**src/rtl/io_clk_edge_monitor_if.sv**
```systemverilog
// Bundle between the divided IO clock source/control side and the sys_clk edge monitor.
// The master drives the divided clock, select code and controls; the slave returns strobes and measurements.
interface io_clk_edge_monitor_if #(
    parameter int PERIOD_W = 16,
    parameter int STALL_W  = 16
);
    logic                clk_en;
    logic                divided_clk;
    logic [1:0]          divided_clk_sel;
    logic [STALL_W-1:0]  stall_limit;
    logic                rise_strobe;
    logic                fall_strobe;
    logic                divided_clk_sync;
    logic [1:0]          sel_sync;
    logic [PERIOD_W-1:0] period_out;
    logic                period_valid;
    logic                period_ovf;
    logic                stalled;

    modport master (
        output clk_en,
        output divided_clk,
        output divided_clk_sel,
        output stall_limit,
        input  rise_strobe,
        input  fall_strobe,
        input  divided_clk_sync,
        input  sel_sync,
        input  period_out,
        input  period_valid,
        input  period_ovf,
        input  stalled
    );

    modport slave (
        input  clk_en,
        input  divided_clk,
        input  divided_clk_sel,
        input  stall_limit,
        output rise_strobe,
        output fall_strobe,
        output divided_clk_sync,
        output sel_sync,
        output period_out,
        output period_valid,
        output period_ovf,
        output stalled
    );
endinterface

```
**src/rtl/io_clk_edge_monitor.sv**
```systemverilog
// Synchronises the divided IO clock into sys_clk, produces rise/fall strobes,
// measures the divided period in sys_clk cycles and flags a stalled divided clock.
module io_clk_edge_monitor #(
    parameter int SYNC_STAGES = 2,
    parameter int PERIOD_W    = 16,
    parameter int STALL_W     = 16
) (
    input  logic                 sys_clk,
    input  logic                 async_rst,
    io_clk_edge_monitor_if.slave mon
);

    localparam logic [1:0] ST_WAIT_FIRST  = 2'd0;
    localparam logic [1:0] ST_WAIT_SECOND = 2'd1;
    localparam logic [1:0] ST_LOCKED      = 2'd2;

    localparam logic [PERIOD_W-1:0] PERIOD_MAX = {PERIOD_W{1'b1}};
    localparam logic [PERIOD_W-1:0] PERIOD_ONE = {{(PERIOD_W-1){1'b0}}, 1'b1};
    localparam logic [STALL_W-1:0]  STALL_MAX  = {STALL_W{1'b1}};
    localparam logic [STALL_W-1:0]  STALL_ONE  = {{(STALL_W-1){1'b0}}, 1'b1};

    logic [SYNC_STAGES-1:0]      clk_sync_q, clk_sync_d;
    logic [SYNC_STAGES-1:0][1:0] sel_sync_q, sel_sync_d;
    logic                        clk_hist_q, clk_hist_d;
    logic [1:0]                  sel_hist_q, sel_hist_d;
    logic                        rise_evt_q, rise_evt_d;
    logic                        fall_evt_q, fall_evt_d;
    logic                        rise_strobe_q, rise_strobe_d;
    logic                        fall_strobe_q, fall_strobe_d;
    logic [1:0]                  state_q, state_d;
    logic [PERIOD_W-1:0]         period_cnt_q, period_cnt_d;
    logic                        cnt_ovf_q, cnt_ovf_d;
    logic [PERIOD_W-1:0]         period_out_q, period_out_d;
    logic                        period_ovf_q, period_ovf_d;
    logic                        period_valid_q, period_valid_d;
    logic [STALL_W-1:0]          stall_cnt_q, stall_cnt_d;
    logic                        stalled_q, stalled_d;

    logic                        clk_sync_lvl;
    logic [1:0]                  sel_sync_lvl;
    logic                        edge_evt;
    logic                        sel_change;
    logic                        stall_trip;
    logic                        cnt_at_max;
    logic [PERIOD_W-1:0]         cap_period;
    logic                        cap_ovf;

    // Both synchroniser chains freeze together with the rest of the state when clk_en is low.
    always_comb begin
        clk_sync_d = clk_sync_q;
        sel_sync_d = sel_sync_q;
        if (mon.clk_en) begin
            clk_sync_d[0] = mon.divided_clk;
            sel_sync_d[0] = mon.divided_clk_sel;
            for (int i = 1; i < SYNC_STAGES; i++) begin
                clk_sync_d[i] = clk_sync_q[i-1];
                sel_sync_d[i] = sel_sync_q[i-1];
            end
        end
    end

    assign clk_sync_lvl = clk_sync_q[SYNC_STAGES-1];
    assign sel_sync_lvl = sel_sync_q[SYNC_STAGES-1];

    // Counters and FSM act on the registered events, so measurements update in the strobe cycle.
    assign edge_evt   = rise_evt_q | fall_evt_q;
    assign sel_change = mon.clk_en && (sel_sync_lvl != sel_hist_q);
    assign stall_trip = mon.clk_en && (mon.stall_limit != '0) &&
                        (stall_cnt_q == mon.stall_limit) && !edge_evt;
    assign cnt_at_max = (period_cnt_q == PERIOD_MAX);
    assign cap_period = cnt_at_max ? PERIOD_MAX : period_cnt_q + PERIOD_ONE;
    assign cap_ovf    = cnt_ovf_q | cnt_at_max;

    always_comb begin
        clk_hist_d     = clk_hist_q;
        sel_hist_d     = sel_hist_q;
        rise_evt_d     = rise_evt_q;
        fall_evt_d     = fall_evt_q;
        rise_strobe_d  = rise_strobe_q;
        fall_strobe_d  = fall_strobe_q;
        state_d        = state_q;
        period_cnt_d   = period_cnt_q;
        cnt_ovf_d      = cnt_ovf_q;
        period_out_d   = period_out_q;
        period_ovf_d   = period_ovf_q;
        period_valid_d = period_valid_q;
        stall_cnt_d    = stall_cnt_q;
        stalled_d      = stalled_q;

        if (mon.clk_en) begin
            clk_hist_d    = clk_sync_lvl;
            sel_hist_d    = sel_sync_lvl;
            rise_evt_d    = clk_sync_lvl & ~clk_hist_q;
            fall_evt_d    = ~clk_sync_lvl & clk_hist_q;
            rise_strobe_d = rise_evt_q;
            fall_strobe_d = fall_evt_q;

            if (edge_evt) begin
                stall_cnt_d = '0;
            end else if (stall_cnt_q != STALL_MAX) begin
                stall_cnt_d = stall_cnt_q + STALL_ONE;
            end

            // The period counter holds the cycles elapsed since the last rise, minus one.
            if (rise_evt_q) begin
                period_cnt_d = '0;
                cnt_ovf_d    = 1'b0;
            end else if (cnt_at_max) begin
                cnt_ovf_d    = 1'b1;
            end else begin
                period_cnt_d = period_cnt_q + PERIOD_ONE;
            end

            if (sel_change || stall_trip) begin
                state_d        = ST_WAIT_FIRST;
                period_valid_d = 1'b0;
                period_cnt_d   = '0;
                cnt_ovf_d      = 1'b0;
            end else if (rise_evt_q) begin
                case (state_q)
                    ST_WAIT_FIRST: begin
                        state_d = ST_WAIT_SECOND;
                    end
                    ST_WAIT_SECOND, ST_LOCKED: begin
                        state_d        = ST_LOCKED;
                        period_out_d   = cap_period;
                        period_ovf_d   = cap_ovf;
                        period_valid_d = 1'b1;
                    end
                    default: begin
                        state_d = ST_WAIT_FIRST;
                    end
                endcase
            end

            // Clearing causes take priority over a trip in the same cycle.
            if (mon.stall_limit == '0) begin
                stalled_d = 1'b0;
            end else if (edge_evt || sel_change) begin
                stalled_d = 1'b0;
            end else if (stall_trip) begin
                stalled_d = 1'b1;
            end
        end
    end

    always_ff @(posedge sys_clk or negedge async_rst) begin
        if (!async_rst) begin
            clk_sync_q     <= '0;
            sel_sync_q     <= '0;
            clk_hist_q     <= 1'b0;
            sel_hist_q     <= 2'b00;
            rise_evt_q     <= 1'b0;
            fall_evt_q     <= 1'b0;
            rise_strobe_q  <= 1'b0;
            fall_strobe_q  <= 1'b0;
            state_q        <= ST_WAIT_FIRST;
            period_cnt_q   <= '0;
            cnt_ovf_q      <= 1'b0;
            period_out_q   <= '0;
            period_ovf_q   <= 1'b0;
            period_valid_q <= 1'b0;
            stall_cnt_q    <= '0;
            stalled_q      <= 1'b0;
        end else begin
            clk_sync_q     <= clk_sync_d;
            sel_sync_q     <= sel_sync_d;
            clk_hist_q     <= clk_hist_d;
            sel_hist_q     <= sel_hist_d;
            rise_evt_q     <= rise_evt_d;
            fall_evt_q     <= fall_evt_d;
            rise_strobe_q  <= rise_strobe_d;
            fall_strobe_q  <= fall_strobe_d;
            state_q        <= state_d;
            period_cnt_q   <= period_cnt_d;
            cnt_ovf_q      <= cnt_ovf_d;
            period_out_q   <= period_out_d;
            period_ovf_q   <= period_ovf_d;
            period_valid_q <= period_valid_d;
            stall_cnt_q    <= stall_cnt_d;
            stalled_q      <= stalled_d;
        end
    end

    // Strobes are masked while disabled; a pending strobe reappears for one enabled cycle.
    assign mon.rise_strobe      = rise_strobe_q & mon.clk_en;
    assign mon.fall_strobe      = fall_strobe_q & mon.clk_en;
    assign mon.divided_clk_sync = clk_sync_lvl;
    assign mon.sel_sync         = sel_sync_lvl;
    assign mon.period_out       = period_out_q;
    assign mon.period_valid     = period_valid_q;
    assign mon.period_ovf       = period_ovf_q;
    assign mon.stalled          = stalled_q;

endmodule

```
**src/flat_wrapper.sv**
```systemverilog
// flat-port wrapper written by rule: the top's interface ports become plain ports
module io_clk_edge_monitor_flat 
#(
    parameter int SYNC_STAGES = 2,
    parameter int PERIOD_W    = 16,
    parameter int STALL_W     = 16
)
  (sys_clk, async_rst, mon_clk_en, mon_divided_clk, mon_divided_clk_sel, mon_stall_limit, mon_rise_strobe, mon_fall_strobe, mon_divided_clk_sync, mon_sel_sync, mon_period_out, mon_period_valid, mon_period_ovf, mon_stalled);
  io_clk_edge_monitor_if #(.PERIOD_W(PERIOD_W), .STALL_W(STALL_W)) mon_i ();
  input  logic sys_clk;
  input  logic async_rst;
  input wire logic [$bits(mon_i.clk_en)-1:0] mon_clk_en;
  input wire logic [$bits(mon_i.divided_clk)-1:0] mon_divided_clk;
  input wire logic [$bits(mon_i.divided_clk_sel)-1:0] mon_divided_clk_sel;
  input wire logic [$bits(mon_i.stall_limit)-1:0] mon_stall_limit;
  output wire logic [$bits(mon_i.rise_strobe)-1:0] mon_rise_strobe;
  output wire logic [$bits(mon_i.fall_strobe)-1:0] mon_fall_strobe;
  output wire logic [$bits(mon_i.divided_clk_sync)-1:0] mon_divided_clk_sync;
  output wire logic [$bits(mon_i.sel_sync)-1:0] mon_sel_sync;
  output wire logic [$bits(mon_i.period_out)-1:0] mon_period_out;
  output wire logic [$bits(mon_i.period_valid)-1:0] mon_period_valid;
  output wire logic [$bits(mon_i.period_ovf)-1:0] mon_period_ovf;
  output wire logic [$bits(mon_i.stalled)-1:0] mon_stalled;
  assign mon_i.clk_en = mon_clk_en;
  assign mon_i.divided_clk = mon_divided_clk;
  assign mon_i.divided_clk_sel = mon_divided_clk_sel;
  assign mon_i.stall_limit = mon_stall_limit;
  assign mon_rise_strobe = mon_i.rise_strobe;
  assign mon_fall_strobe = mon_i.fall_strobe;
  assign mon_divided_clk_sync = mon_i.divided_clk_sync;
  assign mon_sel_sync = mon_i.sel_sync;
  assign mon_period_out = mon_i.period_out;
  assign mon_period_valid = mon_i.period_valid;
  assign mon_period_ovf = mon_i.period_ovf;
  assign mon_stalled = mon_i.stalled;
  io_clk_edge_monitor #(.SYNC_STAGES(SYNC_STAGES), .PERIOD_W(PERIOD_W), .STALL_W(STALL_W)) u_core (.sys_clk(sys_clk), .async_rst(async_rst), .mon(mon_i));
endmodule
```
**config.mk**
```make
export PLATFORM = sky130hd
export DESIGN_NAME = io_clk_edge_monitor_flat
export DESIGN_NICKNAME = d
export VERILOG_FILES = /design/src/rtl/io_clk_edge_monitor_if.sv /design/src/rtl/io_clk_edge_monitor.sv /design/src/flat_wrapper.sv
export SDC_FILE = /design/constraint.sdc
export NUM_CORES = 1
export LEC_CHECK = 0
export CELL_PAD_IN_SITES_DETAIL_PLACEMENT = 1
export CELL_PAD_IN_SITES_GLOBAL_PLACEMENT = 1
export CORE_MARGIN = 3
export CORE_UTILIZATION = 35
export CTS_CLUSTER_SIZE = 14
export DETAILED_ROUTE_END_ITERATION = 8
export PLACE_DENSITY_LB_ADDON = 0.1
export SLEW_MARGIN = 20
export SYNTH_ARGS = -nofsm -noshare
export SYNTH_HDL_FRONTEND = slang
export SYNTH_SLANG_ARGS = --single-unit
export TNS_END_PERCENT = 100
```
**constraint.sdc**
```tcl
create_clock -name sys_clk -period 2.44 [get_ports sys_clk]
set_input_delay 0.244 -clock sys_clk [delete_from_list [all_inputs] [get_ports sys_clk]]
set_output_delay 0.244 -clock sys_clk [all_outputs]
set_load 0.005 [all_outputs]
```
=== Yosys cells after proc, flatten, opt, wreduce, memory -nomap -nowiden ===
Cells that the tools add are included.

* Register bits: 67
* Output and inout port bits: 24
* Logic and storage cells: 76

* Add/sub/neg operators: 2
* Eq/ne operators: 7
* Muxes and demuxes: 18
* Bitwise logic cells: 9
* Reductions and logical operators: 23

{| class="wikitable"
|+ Operators with widths
! cell !! count
|-
| two-way mux 16 bit || 6
|-
| adder 16 x 1 -> 16 bit (second input constant) || 2
|-
| equality test 16 bit || 1
|-
| equality test 16 bit (second input constant) || 1
|-
| logical NOT 16 bit || 1
|-
| != test 16 bit (second input constant) || 1
|-
| nonzero test 16 bit || 1
|-
| AND reduction 2 bit || 5
|-
| two-way mux 1 bit || 9
|-
| nonzero test 2 bit || 3
|-
| nonzero test 3 bit || 2
|-
| AND 1 bit || 4
|-
| logical AND 1 bit || 4
|-
| two-way mux 2 bit || 2
|-
| case mux 2 bit (2 select lines) || 1
|-
| AND reduction 4 bit || 1
|-
| != test 3 x 2 -> 1 bit (second input constant) || 1
|-
| NOT 1 bit || 3
|-
| AND reduction 3 bit || 1
|-
| equality test 2 x 1 -> 1 bit (second input constant) || 1
|-
| equality test 2 bit (second input constant) || 1
|-
| logical NOT 2 bit || 1
|-
| logical OR 1 bit || 2
|-
| != test 2 bit || 1
|-
| 3 further kinds || 4
|}

=== Logic depth before layout (Yosys ltp) ===
* Depth after elaboration: 7
* Depth in mapped cells: 8

=== Least setup slack after synthesis ===
No wires, ideal clock.

* Kind: flip-flop to flip-flop
* Start: register u_core.stall_cnt_q[0]
* End: register u_core.stall_cnt_q[15]
* Arrival: 1.873 ns
* Data required time: 2.312 ns
* Slack: 0.439 ns
* Cell stages (with the launch flop): 9
* Buffers on the path: 1
* Cells stage by stage: dfrtp_1 -> ha_1 -> nand3_2 -> or4_4 -> o31ai_4 -> buf_6 -> nor3_1 -> xnor2_1 -> nor2_1

* Longest elaborated chain between the ends: 3
* Elaborated cells between the ends (all ways): 6

{| class="wikitable"
|+ Ends and longest elaborated chain
! element !! RTL line !! RTL
|-
| start, declared || io_clk_edge_monitor.sv:36 || <nowiki>logic [STALL_W-1:0] stall_cnt_q, stall_cnt_d;</nowiki>
|-
| start signal, assigned || io_clk_edge_monitor.sv:180 || <nowiki>stall_cnt_q <= stall_cnt_d;</nowiki>
|-
| adder 16 x 1 -> 16 bit / != test 16 bit (equally long branches) || io_clk_edge_monitor.sv:101, io_clk_edge_monitor.sv:100 ||
|-
| two-way mux 16 bit / nonzero test 2 bit (equally long branches) || n/a ||
|-
| two-way mux 16 bit / AND reduction 2 bit (equally long branches) || n/a ||
|}

Several ways; a longest one is shown, not always the timed one. The select of a mux whose other input is x is not followed.
A chain may end at the register's enable or synchronous reset.

=== Worst setup path after layout ===
Ends and elaborated chain as after synthesis.

==> run_results.csv <==
group,metric,value,unit
yosys,syn_nets,443,
yosys,ys_seq_area_frac,0.4538,
yosys,synth-async-reset-ratio,1.000,
critical_path,slowest_delay,0.59,ns
timing,fin_skew,0.006670,ns
yosys,synth.avg_cell_area,8.839,um^2
power_and_ir_drop,combPwrFrac,0.191,
yosys,synth_edf_count,0,
cells_and_area,fin_cells,608,
critical_path,path_depth,8,
routing,avgRoutedWirePerCell,16.64,um
timing,max_slew_margin,0.6141,
routing,dr.pass1.iters,4,
power_and_ir_drop,p_seq_frac,0.471,
yosys,synth_top_area_share,0.4538,
global_routing,antenna_found_initial,0,
die,rows,36,
critical_path,cp_num_buf_inv,1,
clock_network,cts-root-buf,"clkbuf_8",
yosys,synth_area_leaders,"dfrtp_1, nand2_1, o21ai_0",
outcome,status,"completed",
yosys,ys_warn_count,0,
global_routing,grt.total_usage,0.1839,
clock_network,cts_setup_buffers,0,
power_and_ir_drop,power.density,604.4,mW/mm^2
critical_path,cp-start-kind,"register",
yosys,synthCells,418,
power_and_ir_drop,cellLeakagePower,1.915,nW
routing,drtAntennaViolNets,0,
timing,maxSlewViolCount,0,
power_and_ir_drop,clockPowerShare,0.338,
min_path,min_path_type,"input pin to async pin",
routing,wl,10.12,mm
critical_path,slowest_stage,"or4_4",
cells_and_area,n_fill_cell,1197,
flow_run,cap_violations,0,
clock_network,htreeDepth,3,
timing,fin_setup_tns,0,ns
placed_design,numPortBuffers,45,
critical_path,r2r_cells,8,
cells_and_area,most-common-layout-cells,"dfrtp_1, nand2_1, clkdlybuf4s50_1",
die,ioPinCount,46,
placed_design,dpl_cell_area,0.004353,mm^2
die,die_h,108.7,um
yosys,syn_area,0.003695,mm^2
cells_and_area,multi_input_area,0.001842,mm^2
timing,worst_pin_slew,0.5735,ns
routing,drt_iter0_drc,146,
clock_network,path_clk_slew,0.07,ns
clock_network,cts_made_buffers,9,
timing,finalHoldViolations,0,
die,core-area,0.01000,mm^2
yosys,synth_area_leader_cell,"dfrtp_1",
cells_and_area,layout-drive-gt1-share,0.1242,
critical_path,critPathKind,"register to register",
clock_network,cts_sinks,67,
routing,num_vias,3189,
global_routing,grt_pass1_vias,3333,
critical_path,crit_family,"simple AND/OR/NAND/NOR gates",
clock_network,clkLatencyLatePin,0.35,ns
die,dieArea,0.01183,mm^2
cells_and_area,num_antenna_cells,0,
timing,fin_crit_sh,0.9226,
global_routing,grt_pass1_wl,17.14,mm
power_and_ir_drop,finalPower,2.758,mW
placed_design,hpwl,7.596,mm
yosys,yosysUniqueCellTypes,46,
timing,fin_crit,2.251,ns
die,die_w,108.7,um
critical_path,crit_chain,"ha_1 -> nand3_2 -> or4_4 -> o31ai_4 -> buf_4 -> nor3_1 -> xnor2_1 -> nor2_1",
global_routing,grt_max_degree,27,
clock_network,cts_buffer_depth,2,
timing,finalSetupViolCount,0,
timing,rsz0062_at_grt,"no",
critical_path,required,2.67,ns
timing,fmax,444.2,MHz
placed_design,place_congestion,0.8317,
clock_network,cts_tree,"done",
cells_and_area,fin_nets,496,
power_and_ir_drop,internal-power,1.970,mW
critical_path,endpoint_kind,"register",
power_and_ir_drop,net-switching-power,788.3,uW
yosys,ys.flop_type,"dfrtp_1",
critical_path,critical_path_peak_fanout,7,
critical_path,cp.arrival,2.48,ns
power_and_ir_drop,ir_worst_vdd,0.2932,mV
global_routing,overflow,0,
cells_and_area,syn_to_final_growth,23.50,%
yosys,ys_seq_elements,67,
cells_and_area,seq_area,0.001677,mm^2
placed_design,dp.cells,592,
routing,drcViolationCount,0,
power_and_ir_drop,p_sw_frac,0.2858,
die,start_util,0.3695,
cells_and_area,final_common_cell,"dfrtp_1",
routing,avgViaCountPerCell,5.245,
cells_and_area,final_area,0.004563,mm^2
==> cell type report <==
type / count / area share
multi-input combinational: 310 / 0.4036
sequential: 67 / 0.3674
timing repair buffer: 70 / 0.1393
tap: 133 / 0.03647
clock buffer: 13 / 0.03482
inverter: 13 / 0.01069
clock inverter: 2 / 0.007678
==> synth_stat cells (all sizes together), types with 3 or more instances <==
| cell | n |
|---|---|
| a21o | 3 |
| a21oi | 11 |
| a31oi | 4 |
| and3 | 13 |
| buf | 9 |
| clkbuf | 19 |
| dfrtp | 67 |
| ha | 3 |
| inv | 12 |
| mux2 | 10 |
| nand2 | 50 |
| nand3 | 30 |
| nand4 | 11 |
| nor2 | 37 |
| nor3 | 19 |
| nor4 | 10 |
| o21ai | 42 |
| o31ai | 5 |
| or2 | 3 |
| or3 | 3 |
| xnor2 | 19 |
| xor2 | 16 |
==> timing repair <==
| item | CTS | global route |
|---|---|---|
| hold buffers | 1 | 0 |
| gates resized for setup | 0 | 1 |
| endpoints found under the hold margin | 20 | 0 |
| setup endpoints to repair | 0 | 1 |
==> state kept, by name, summed over array words and instances (netlist names), 2 cells and up <==
| signal | flops |
|---|---|
| u_core.clk_sync_q | 2 |
| u_core.stall_cnt_q | 16 |
| u_core.period_cnt_q | 16 |
| u_core.mon.sel_sync | 2 |
| u_core.sel_hist_q | 2 |
| u_core.state_q | 2 |
| u_core.mon.period_out | 16 |
| u_core.sel_sync_q | 2 |
==> power by group through the flow <==
stage	clock, mW	combinational, mW	sequential [mW]
after global placement	0	0.520	1.32
after floorplan	0	0.280	1.30
after detailed placement	0	0.532	1.32
after global routing	1.01	0.595	1.31
after CTS	0.963	0.536	1.30
final	0.931	0.527	1.30
==> routing by layer <==
layer / part of all wire / GRT usage / up-vias
met5: 0 / 0 / -
met3: 0.035 / 0.04973 / 6
met4: 0.0075 / 0.04058 / 0
met2: 0.48 / 0.2974 / 40
met1: 0.48 / 0.2471 / 1575
li1: - / - / 1568
==> kinds of logic after synthesis <==
logic type | synth area share
multiplexers | 0.03048
adder cells (fa/ha/maj) | 0.01016
AND/OR/NAND/NOR | 0.2479
buffers and inverters | 0.04944
flip-flops | 0.4538
XOR/XNOR | 0.08297
AO/OA/AOI/OAI | 0.1253
==> per-stage QoR <==
step / hold slack (ns) / setup WS (ns) / utilization
after floorplan: -0.05159 / 0.4390 / -
after global placement: 0.2358 / 0.1499 / 0.4353
after detailed placement: 0.2417 / -0.002349 / 0.4353
after CTS: 0.3992 / 0.1784 / 0.4557
after global routing: 0.4172 / 0.03328 / 0.4563
final: 0.3866 / 0.1889 / 0.4563
==> final timing paths <==
path	startpoint	to	slack (ns)
worst max-delay path	u_core.stall_cnt_q[0]	u_core.stall_cnt_q[15]	0.19
worst max register to register	u_core.stall_cnt_q[0]	u_core.stall_cnt_q[15]	0.19
worst min register to register	u_core.clk_hist_q	u_core.rise_evt_q	0.46
min in group sys_clk	u_core.clk_hist_q	u_core.rise_evt_q	0.46
max in group asynchronous	async_rst	u_core.mon.period_out[9]	1.34
worst min-delay path	async_rst	u_core.stall_cnt_q[0]	0.39
No activity file was read; power rests on OpenSTA's default activity.
